===== src/rtl/fx3_gpif_reader_pkg.sv =====
// Shared types for the FX3 GPIF host-side reader: FSM states, pattern width,
// and a saturating counter helper.
package fx3_gpif_reader_pkg;

  localparam int PAT_W = 10;

  typedef enum logic [2:0] {
    IDLE,
    ARM,
    WAIT_AVAIL,
    REQUEST,
    LATENCY,
    CAPTURE,
    GAP
  } state_t;

  function automatic logic [31:0] sat_inc(input logic [31:0] v);
    return (v == 32'hFFFF_FFFF) ? v : v + 32'd1;
  endfunction

endpackage


===== src/rtl/fx3_gpif_reader_pattern_checker.sv =====
// Tracks the expected counter word and flags mismatches; the first word after
// a clear only seeds the counter, and every word resyncs it.
module fx3_gpif_reader_pattern_checker
  import fx3_gpif_reader_pkg::*;
#(
  parameter int PATTERN_MAX = 1023
) (
  input  logic        clock,
  input  logic        reset,
  input  logic        clear,
  input  logic        sample,
  input  logic [15:0] data,
  output logic        mismatch
);

  logic [PAT_W-1:0] exp_q, exp_d;
  logic             valid_q, valid_d;
  logic [PAT_W-1:0] rx;

  always_comb begin
    rx       = data[PAT_W-1:0];
    exp_d    = exp_q;
    valid_d  = valid_q;
    mismatch = 1'b0;
    if (clear) begin
      valid_d = 1'b0;
    end else if (sample) begin
      mismatch = valid_q && ((data[15:PAT_W] != '0) || (rx != exp_q));
      exp_d    = (rx == PAT_W'(PATTERN_MAX)) ? '0 : rx + 1'b1;
      valid_d  = 1'b1;
    end
  end

  always_ff @(posedge clock or posedge reset) begin
    if (reset) begin
      exp_q   <= '0;
      valid_q <= 1'b0;
    end else begin
      exp_q   <= exp_d;
      valid_q <= valid_d;
    end
  end

endmodule


===== src/rtl/fx3_gpif_reader.sv =====
// FX3 GPIF host emulation: requests fixed-length bursts from the capture path,
// checks them against the test counter pattern and keeps statistics.
module fx3_gpif_reader
  import fx3_gpif_reader_pkg::*;
#(
  parameter int BURST_WORDS  = 8192,
  parameter int READ_LATENCY = 2,   // must be >= 2
  parameter int GAP_CYCLES   = 4,
  parameter int PATTERN_MAX  = 1023
) (
  input  logic        clock,
  input  logic        reset,
  input  logic        enable,
  input  logic        checkEnable,
  input  logic        dataAvailable,
  input  logic        bufferError,
  input  logic [15:0] dataIn,
  output logic        collectData,
  output logic        readData,
  output logic        testMode,
  output logic        busy,
  output logic        burstDone,
  output logic [31:0] burstCount,
  output logic [31:0] wordErrorCount,
  output logic [15:0] firstErrorWord,
  output logic        overflowSeen
);

  localparam int CNT_W = $clog2(BURST_WORDS + GAP_CYCLES + READ_LATENCY + 1);

  state_t      state_q, state_d;
  logic [CNT_W-1:0] cnt_q, cnt_d;
  logic        collect_q, collect_d, read_q, read_d, test_q, test_d;
  logic        busy_q, busy_d, done_q, done_d, ovf_q, ovf_d;
  logic        latched_q, latched_d;
  logic [31:0] burst_cnt_q, burst_cnt_d, err_cnt_q, err_cnt_d;
  logic [15:0] first_err_q, first_err_d;
  logic        mismatch;

  fx3_gpif_reader_pattern_checker #(.PATTERN_MAX(PATTERN_MAX)) u_chk (
    .clock    (clock),
    .reset    (reset),
    .clear    (state_q == IDLE),
    .sample   ((state_q == CAPTURE) && checkEnable),
    .data     (dataIn),
    .mismatch (mismatch)
  );

  always_comb begin
    state_d     = state_q;
    cnt_d       = cnt_q;
    collect_d   = collect_q;
    read_d      = 1'b0;
    done_d      = 1'b0;
    test_d      = checkEnable;
    burst_cnt_d = burst_cnt_q;
    err_cnt_d   = err_cnt_q;
    first_err_d = first_err_q;
    latched_d   = latched_q;
    ovf_d       = ovf_q;
    // Outputs are registered, so they are set on the transition into a state.
    case (state_q)
      IDLE: if (enable) begin
        state_d   = ARM;
        collect_d = 1'b1;
      end
      ARM: state_d = WAIT_AVAIL;
      WAIT_AVAIL: begin
        if (!enable) begin
          state_d   = IDLE;
          collect_d = 1'b0;
        end else if (dataAvailable) begin
          state_d = REQUEST;
          read_d  = 1'b1;
        end
      end
      REQUEST: begin
        state_d = LATENCY;
        cnt_d   = '0;
      end
      LATENCY: begin
        if (cnt_q == CNT_W'(READ_LATENCY - 2)) begin
          state_d = CAPTURE;
          cnt_d   = '0;
        end else cnt_d = cnt_q + 1'b1;
      end
      CAPTURE: begin
        if (cnt_q == CNT_W'(BURST_WORDS - 1)) begin
          state_d     = GAP;
          cnt_d       = '0;
          done_d      = 1'b1;
          burst_cnt_d = sat_inc(burst_cnt_q);
        end else cnt_d = cnt_q + 1'b1;
      end
      GAP: begin
        if (cnt_q == CNT_W'(GAP_CYCLES - 1)) begin
          cnt_d = '0;
          if (enable) state_d = WAIT_AVAIL;
          else begin
            state_d   = IDLE;
            collect_d = 1'b0;
          end
        end else cnt_d = cnt_q + 1'b1;
      end
      default: state_d = IDLE;
    endcase
    busy_d = (state_d != IDLE);
    if (mismatch) begin
      err_cnt_d = sat_inc(err_cnt_q);
      if (!latched_q) begin
        first_err_d = dataIn;
        latched_d   = 1'b1;
      end
    end
    if (bufferError && (state_q != IDLE)) ovf_d = 1'b1;
  end

  always_ff @(posedge clock or posedge reset) begin
    if (reset) begin
      state_q     <= IDLE;
      cnt_q       <= '0;
      collect_q   <= 1'b0;
      read_q      <= 1'b0;
      test_q      <= 1'b0;
      busy_q      <= 1'b0;
      done_q      <= 1'b0;
      burst_cnt_q <= '0;
      err_cnt_q   <= '0;
      first_err_q <= '0;
      latched_q   <= 1'b0;
      ovf_q       <= 1'b0;
    end else begin
      state_q     <= state_d;
      cnt_q       <= cnt_d;
      collect_q   <= collect_d;
      read_q      <= read_d;
      test_q      <= test_d;
      busy_q      <= busy_d;
      done_q      <= done_d;
      burst_cnt_q <= burst_cnt_d;
      err_cnt_q   <= err_cnt_d;
      first_err_q <= first_err_d;
      latched_q   <= latched_d;
      ovf_q       <= ovf_d;
    end
  end

  assign collectData    = collect_q;
  assign readData       = read_q;
  assign testMode       = test_q;
  assign busy           = busy_q;
  assign burstDone      = done_q;
  assign burstCount     = burst_cnt_q;
  assign wordErrorCount = err_cnt_q;
  assign firstErrorWord = first_err_q;
  assign overflowSeen   = ovf_q;

endmodule


===== config.mk =====
export PLATFORM = sky130hd
export DESIGN_NAME = fx3_gpif_reader
export DESIGN_NICKNAME = d
export VERILOG_FILES = /design/src/rtl/fx3_gpif_reader_pkg.sv /design/src/rtl/fx3_gpif_reader_pattern_checker.sv /design/src/rtl/fx3_gpif_reader.sv
export SDC_FILE = /design/constraint.sdc
export NUM_CORES = 1
export LEC_CHECK = 0
export ABC_AREA = 0
export CAP_MARGIN = 20
export CELL_PAD_IN_SITES_DETAIL_PLACEMENT = 1
export CELL_PAD_IN_SITES_GLOBAL_PLACEMENT = 2
export CORE_ASPECT_RATIO = 1.4
export CORE_MARGIN = 3
export CORE_UTILIZATION = 33
export DETAILED_ROUTE_END_ITERATION = 16
export GPL_ROUTABILITY_DRIVEN = 0
export GPL_TIMING_DRIVEN = 0
export PLACE_DENSITY = 0.91
export RECOVER_POWER = 25
export SYNTH_ARGS = -nofsm -noshare
export SYNTH_HDL_FRONTEND = slang
export SYNTH_SLANG_ARGS = --single-unit

===== constraint.sdc =====
create_clock -name clock -period 4.2 [get_ports clock]
set_clock_uncertainty 0.15 [all_clocks]
set_input_delay 0.42 -clock clock [delete_from_list [all_inputs] [get_ports clock]]
set_output_delay 0.42 -clock clock [all_outputs]
set_load 0.01 [all_outputs]

Word-level counts from Yosys, hierarchy flattened. Index checks and enable logic that the tools add are counted.

Add/sub/neg operators: 4. Multiply operators: 0. Div/mod/pow operators: 0. $lt $le $gt $ge: 0. Eq/ne operators: 14. Shifts and indexed selects: 0. Mux-type cells: 26. Bitwise operators: 4. Reductions and logical operators: 17.

Operators by type and width (count): $add A32 B1 Y32 const B (2); $eq A32 B32 Y1 const B (2); $pmux W14 S4 (1); $mux W14 (3); $pmux W3 S7 (1); $mux W3 (6); $add A14 B1 Y14 const B (1); $eq A14 B13 Y1 const B (1); $eq A14 B2 Y1 const B (1); $logic_not A14 Y1 (1); $mux W1 (12); $add A10 B1 Y10 const B (1); $eq A10 B10 Y1 const B (1); $mux W10 (1); $ne A10 B10 Y1 (1); $eq A3 B3 Y1 const B (3); $reduce_bool A3 Y1 (3); $eq A3 B2 Y1 const B (2); $reduce_and A2 Y1 (3); $reduce_and A3 Y1 (2); $reduce_bool A6 Y1 (1); $ne A2 B2 Y1 const B (2); $not A1 Y1 (4); $reduce_bool A4 Y1 (1); other kinds (7) (9).

Flip-flop bits (word level): 115. Bits in latches: 0. RAM bits: 0. ROM bits: 0. Bits of input ports: 22. Output and inout port bits: 86. Word-level logic and storage cells: 79. Memories kept: 0.

Logic depth before layout (Yosys ltp).
Depth in word-level cells: 6. Gate-level depth with buffers: 8. Gate-level depth less buffers: 7.

Modules after synthesis. A second synthesis with hierarchy kept.

Cell total of the unflattened synthesis: 539. Area total of the unflattened synthesis: 5781.8 um^2.

By module, submodules not included: fx3_gpif_reader (instances 1, cells each 458, area each 5019.8 um^2, seq. area each 2602.5 um^2); fx3_gpif_reader_pattern_checker (instances 1, cells each 81, area each 762.0 um^2, seq. area each 275.3 um^2).

Least setup slack after synthesis. OpenSTA, ideal clock, no wires.

Path type: register -> register. From: register cnt_q[0]. To: register burst_cnt_q[28], in the netlist burstCount[28]. Setup time: 0.079 ns. Data arrival time: 2.350 ns. Required time: 3.971 ns. Setup slack: 1.620 ns. Stages on the path, launching flop included: 9. Buffers on the path: 1. Period minus slack after synthesis: 2.580 ns. Path through: dfrtp_1 -> ha_1 -> nand3_1 -> or3_1 -> or3_4 -> or3b_1 -> buf_6 -> nor4_4 -> xor2_1.

Longest elaborated chain between the ends: 2.

Ends and longest elaborated chain: start: declaration (line fx3_gpif_reader.sv:32) `logic [CNT_W-1:0] cnt_q, cnt_d;`; start signal: assignment (line fx3_gpif_reader.sv:134) `cnt_q <= cnt_d;`; $eq A14 B13 Y1 (line fx3_gpif_reader.sv:88) `if (cnt_q == CNT_W'(BURST_WORDS - 1)) begin`; $reduce_and A3 Y1 (no line); end signal: assignment (line fx3_gpif_reader.sv:140) `burst_cnt_q <= burst_cnt_d;`; end: declaration (line fx3_gpif_reader.sv:36) `logic [31:0] burst_cnt_q, burst_cnt_d, err_cnt_q, err_cnt_d;`.

Every way passes these cells. A chain may end at the register's enable or synchronous reset.

Worst setup path after layout.
From: input port dataIn[3]. To: register first_err_q[6], in the netlist firstErrorWord[6].

Longest elaborated chain between the ends: 6.

Ends and longest elaborated chain: start: declaration (line fx3_gpif_reader.sv:17) `input logic [15:0] dataIn,`; $ne A10 B10 Y1 (line fx3_gpif_reader_pattern_checker.sv:28) `mismatch = valid_q && ((data[15:PAT_W] != '0) || (rx != exp_q));`; $logic_or A1 B1 Y1 (line fx3_gpif_reader_pattern_checker.sv:28); $logic_and A1 B1 Y1 (line fx3_gpif_reader_pattern_checker.sv:28); $mux W1 (line fx3_gpif_reader_pattern_checker.sv:27) `end else if (sample) begin`; $mux W1 (line fx3_gpif_reader_pattern_checker.sv:25) `if (clear) begin`; $reduce_and A2 Y1 (no line); end signal: assignment (line fx3_gpif_reader.sv:142) `first_err_q <= first_err_d;`; end: declaration (line fx3_gpif_reader.sv:37) `logic [15:0] first_err_q, first_err_d;`.

Every way passes these cells.

==> flow_metrics.env <==
export IMPL_outcome="finished, violations left"
export IMPL_violations="capacitance limit, slew limit"
export IMPL_area_delta_synth_final_pct=35.6
export IMPL_layoutNonFillerInstCount=863
export IMPL_max_cap_violations=1
export IMPL_core_area_um2=16300
export IMPL_ir_drop_mv=0.243
export IMPL_dp_hpwl_mm=11.3
export IMPL_fin_crit_sh=0.742
export IMPL_end_kind="flip-flop"
export IMPL_io_buffers=107
export IMPL_clk_insertion_delay_late_ns=0.41
export IMPL_clk_pin_slew_ns=0.05
export IMPL_diodes=0
export IMPL_worst_pin_slew_ns=1.57
export IMPL_path_delay_family="buffers and inverters"
export IMPL_synth_main_ff_cell="dfrtp_1"
export IMPL_grtUsageMet3=0.0494
export IMPL_die_h_um=159
export IMPL_intPower_w=0.00235
export IMPL_fin_tns_setup_ns=0
export IMPL_synth_warnings=0
export IMPL_worstPathCellList="clkdlybuf4s50_1 > xor2_1 > nor4_1 > a31oi_1 > nand2b_1 > clkbuf_1 > clkbuf_1 > mux2_2"
export IMPL_grt_use_met2=0.318
export IMPL_synth_most_common_cell="dfrtp_1"
export IMPL_synth_nets=552
export IMPL_dieWidth_um=115
export IMPL_wirelength_mm=15.6
export IMPL_cts_tree="yes"
export IMPL_hold_path_class="reg2reg"
export IMPL_drc=0
export IMPL_ctsHoldBuffers=0
export IMPL_rr_worst_depth=7
export IMPL_place_inst=832
export IMPL_fin_nets=679
export IMPL_cp_required_ns=4.35
export IMPL_cpMostUsedCell="clkbuf_1"
export IMPL_max_freq_ghz=0.321
export IMPL_slowest_delay_ns=0.56
export IMPL_initial_core_util=0.339
export IMPL_synth_area_um2=5530
export IMPL_critPathMaxFanout=10
export IMPL_slowest_stage="clkbuf_1"
export IMPL_root_buffer="clkbuf_16"
export IMPL_p_sw_w=0.000709
export IMPL_numCtsBuffers=17
export IMPL_die_area_um2=18400
export IMPL_synth_area_per_cell_um2=10.5
export IMPL_p_comb_frac=0.103
export IMPL_avgViaCountPerCell=5.26
export IMPL_cts_buffer_depth=2
export IMPL_dr_pass1_iters=6
export IMPL_antenna_found_initial=0
export IMPL_final_util=0.460
export IMPL_synth_top_cell_area_share=0.520
export IMPL_grt_pass1_wl_mm=26.1
export IMPL_rsz0062_at_grt="false"
export IMPL_seqPwrFrac=0.400
export IMPL_ys_seq_area_frac=0.520
export IMPL_async_flop_share=1.00
export IMPL_ant_nets=0
export IMPL_synth_common_cells="dfrtp_1, nand2_1, xnor2_1, xor2_1, nor2_1"
export IMPL_synth_edf_count=0
export IMPL_io_pins=108
export IMPL_crit_buf_inv=3
export IMPL_path_depth=8
export IMPL_finalSetupViolCount=0
export IMPL_synth_top_cell_by_area="dfrtp_1"
export IMPL_period_needed_ns=3.12
export IMPL_ys_ff_latch=115
export IMPL_ys_types=49
export IMPL_synth_area_leaders="dfrtp_1, xnor2_1, xor2_1"
export IMPL_worstPathArrival_ns=3.26
export IMPL_cts_sinks=115
export IMPL_min_path_cells=1
export IMPL_vias=4541
export IMPL_maxSlewHeadroom=-0.0518
export IMPL_slew_violations=33
export IMPL_synthCells=525
export IMPL_postCtsResizedCells=0
export IMPL_start_kind="input pin"
export IMPL_cts_setup_buffers=0
export IMPL_grt_usage=0.177
export IMPL_leakagePower_nw=3.22
export IMPL_drtIter0Drc=228
export IMPL_power_density_nw_per_um2=408
export IMPL_wl_per_cell_um=18.0
export IMPL_globalRouteOverflowTotal=0
export IMPL_grt_pass1_vias=5039
export IMPL_p_clk_frac=0.496
export IMPL_grt_busiest_layer="met2"
export IMPL_switching_share=0.232
export IMPL_worst_setup_path_type="in2reg"
export IMPL_drive_gt1_frac=0.0979
export IMPL_hold_viol_final=0
export IMPL_grt_start_max_net_pins=84
export IMPL_met1_usage=0.197
export IMPL_fp_row_count=55
export IMPL_htreeDepth=4
==> cell usage in the layout (no fill, tap or decap), drive strengths merged, types with 15 or more instances in the layout <==
master / instances
clkdlybuf4s50: 105
nor2: 35
inv: 18
nand2: 51
nor4: 15
clkbuf: 29
o21ai: 21
mux2: 17
nand3: 30
nor3: 17
nand4: 29
dfrtp: 115
xnor2: 45
xor2: 45
==> cells by family after synthesis <==
logic type | Yosys count | share of synthesized area
and+or+nand+nor | 222 | 0.216
DFF | 115 | 0.520
xor gates and xnor gates | 90 | 0.143
AOI/OAI and AO/OA | 47 | 0.0541
buffers and inverters | 29 | 0.0210
muxes | 17 | 0.0346
adders and majority gates | 5 | 0.0113
==> registers in the layout (all words and copies together), names as in the netlist <==
name and flops:
collectData 1, burstDone 1, testMode 1, wordErrorCount 32, cnt_q 14, burstCount 32, latched_q 1, busy 1
u_chk.valid_q 1, overflowSeen 1, u_chk.exp_q 10, state_q 3, firstErrorWord 16, readData 1
==> through the flow <==
| step | setup WS [ns] | total power, W | hold WS (ns) | instance area [um^2] |
|---|---|---|---|---|
| floorplan | 0.586 | 0.00138 | 0.280 | 5530 |
| global route | 0.889 | 0.00317 | 0.331 | 7490 |
| finish | 1.08 | 0.00306 | 0.307 | 7490 |
| CTS | 1.05 | 0.00310 | 0.211 | 7500 |
| detailed placement | 0.584 | 0.00156 | 0.301 | 6880 |
| global placement | -1.08 | 0.00154 | 0.299 | 6850 |
==> worst paths after layout <==
check / startpoint / to / slack [ns]
max: dataIn[3] / firstErrorWord[6]$_DFFE_PP0P_ / 1.08
min: latched_q$_DFFE_PP0P_ / latched_q$_DFFE_PP0P_ / 0.31
max reg2reg: u_chk.exp_q[3]$_DFFE_PP0P_ / firstErrorWord[6]$_DFFE_PP0P_ / 1.25
min reg2reg: latched_q$_DFFE_PP0P_ / latched_q$_DFFE_PP0P_ / 0.31
max in group asynchronous: reset / cnt_q[0]$_DFFE_PP0P_ / 2.22
min in group asynchronous: reset / wordErrorCount[17]$_DFFE_PP0P_ / 0.69
==> layer usage <==
layer | routed length [um] | share of wire
met4 | 197 | 0.013
met1 | 6090 | 0.39
met2 | 8580 | 0.55
met3 | 705 | 0.045
met5 | 0 | 0
==> area by class of cell <==
cell class,instances,area (um^2)
Fill cell,1813,8810
Sequential cell,115,2880
Multi-Input combinational cell,381,2530
Timing Repair Buffer,108,1100
Clock buffer,21,460
Tap cell,199,249
Clock inverter,10,156
Inverter,20,76.3
Buffer,9,41.3
==> power groups by stage <==
stage / sequential [W] / clock, W / combinational, W
final: 0.00123 / 0.00152 / 0.000315
after CTS: 0.00122 / 0.00155 / 0.000323
after global placement: 0.00124 / 0 / 0.000304
after floorplan: 0.00126 / 0 / 0.000121
after detailed placement: 0.00124 / 0 / 0.000319
after global routing: 0.00123 / 0.00160 / 0.000343
Note: power is estimated with default switching activity, not from simulation.
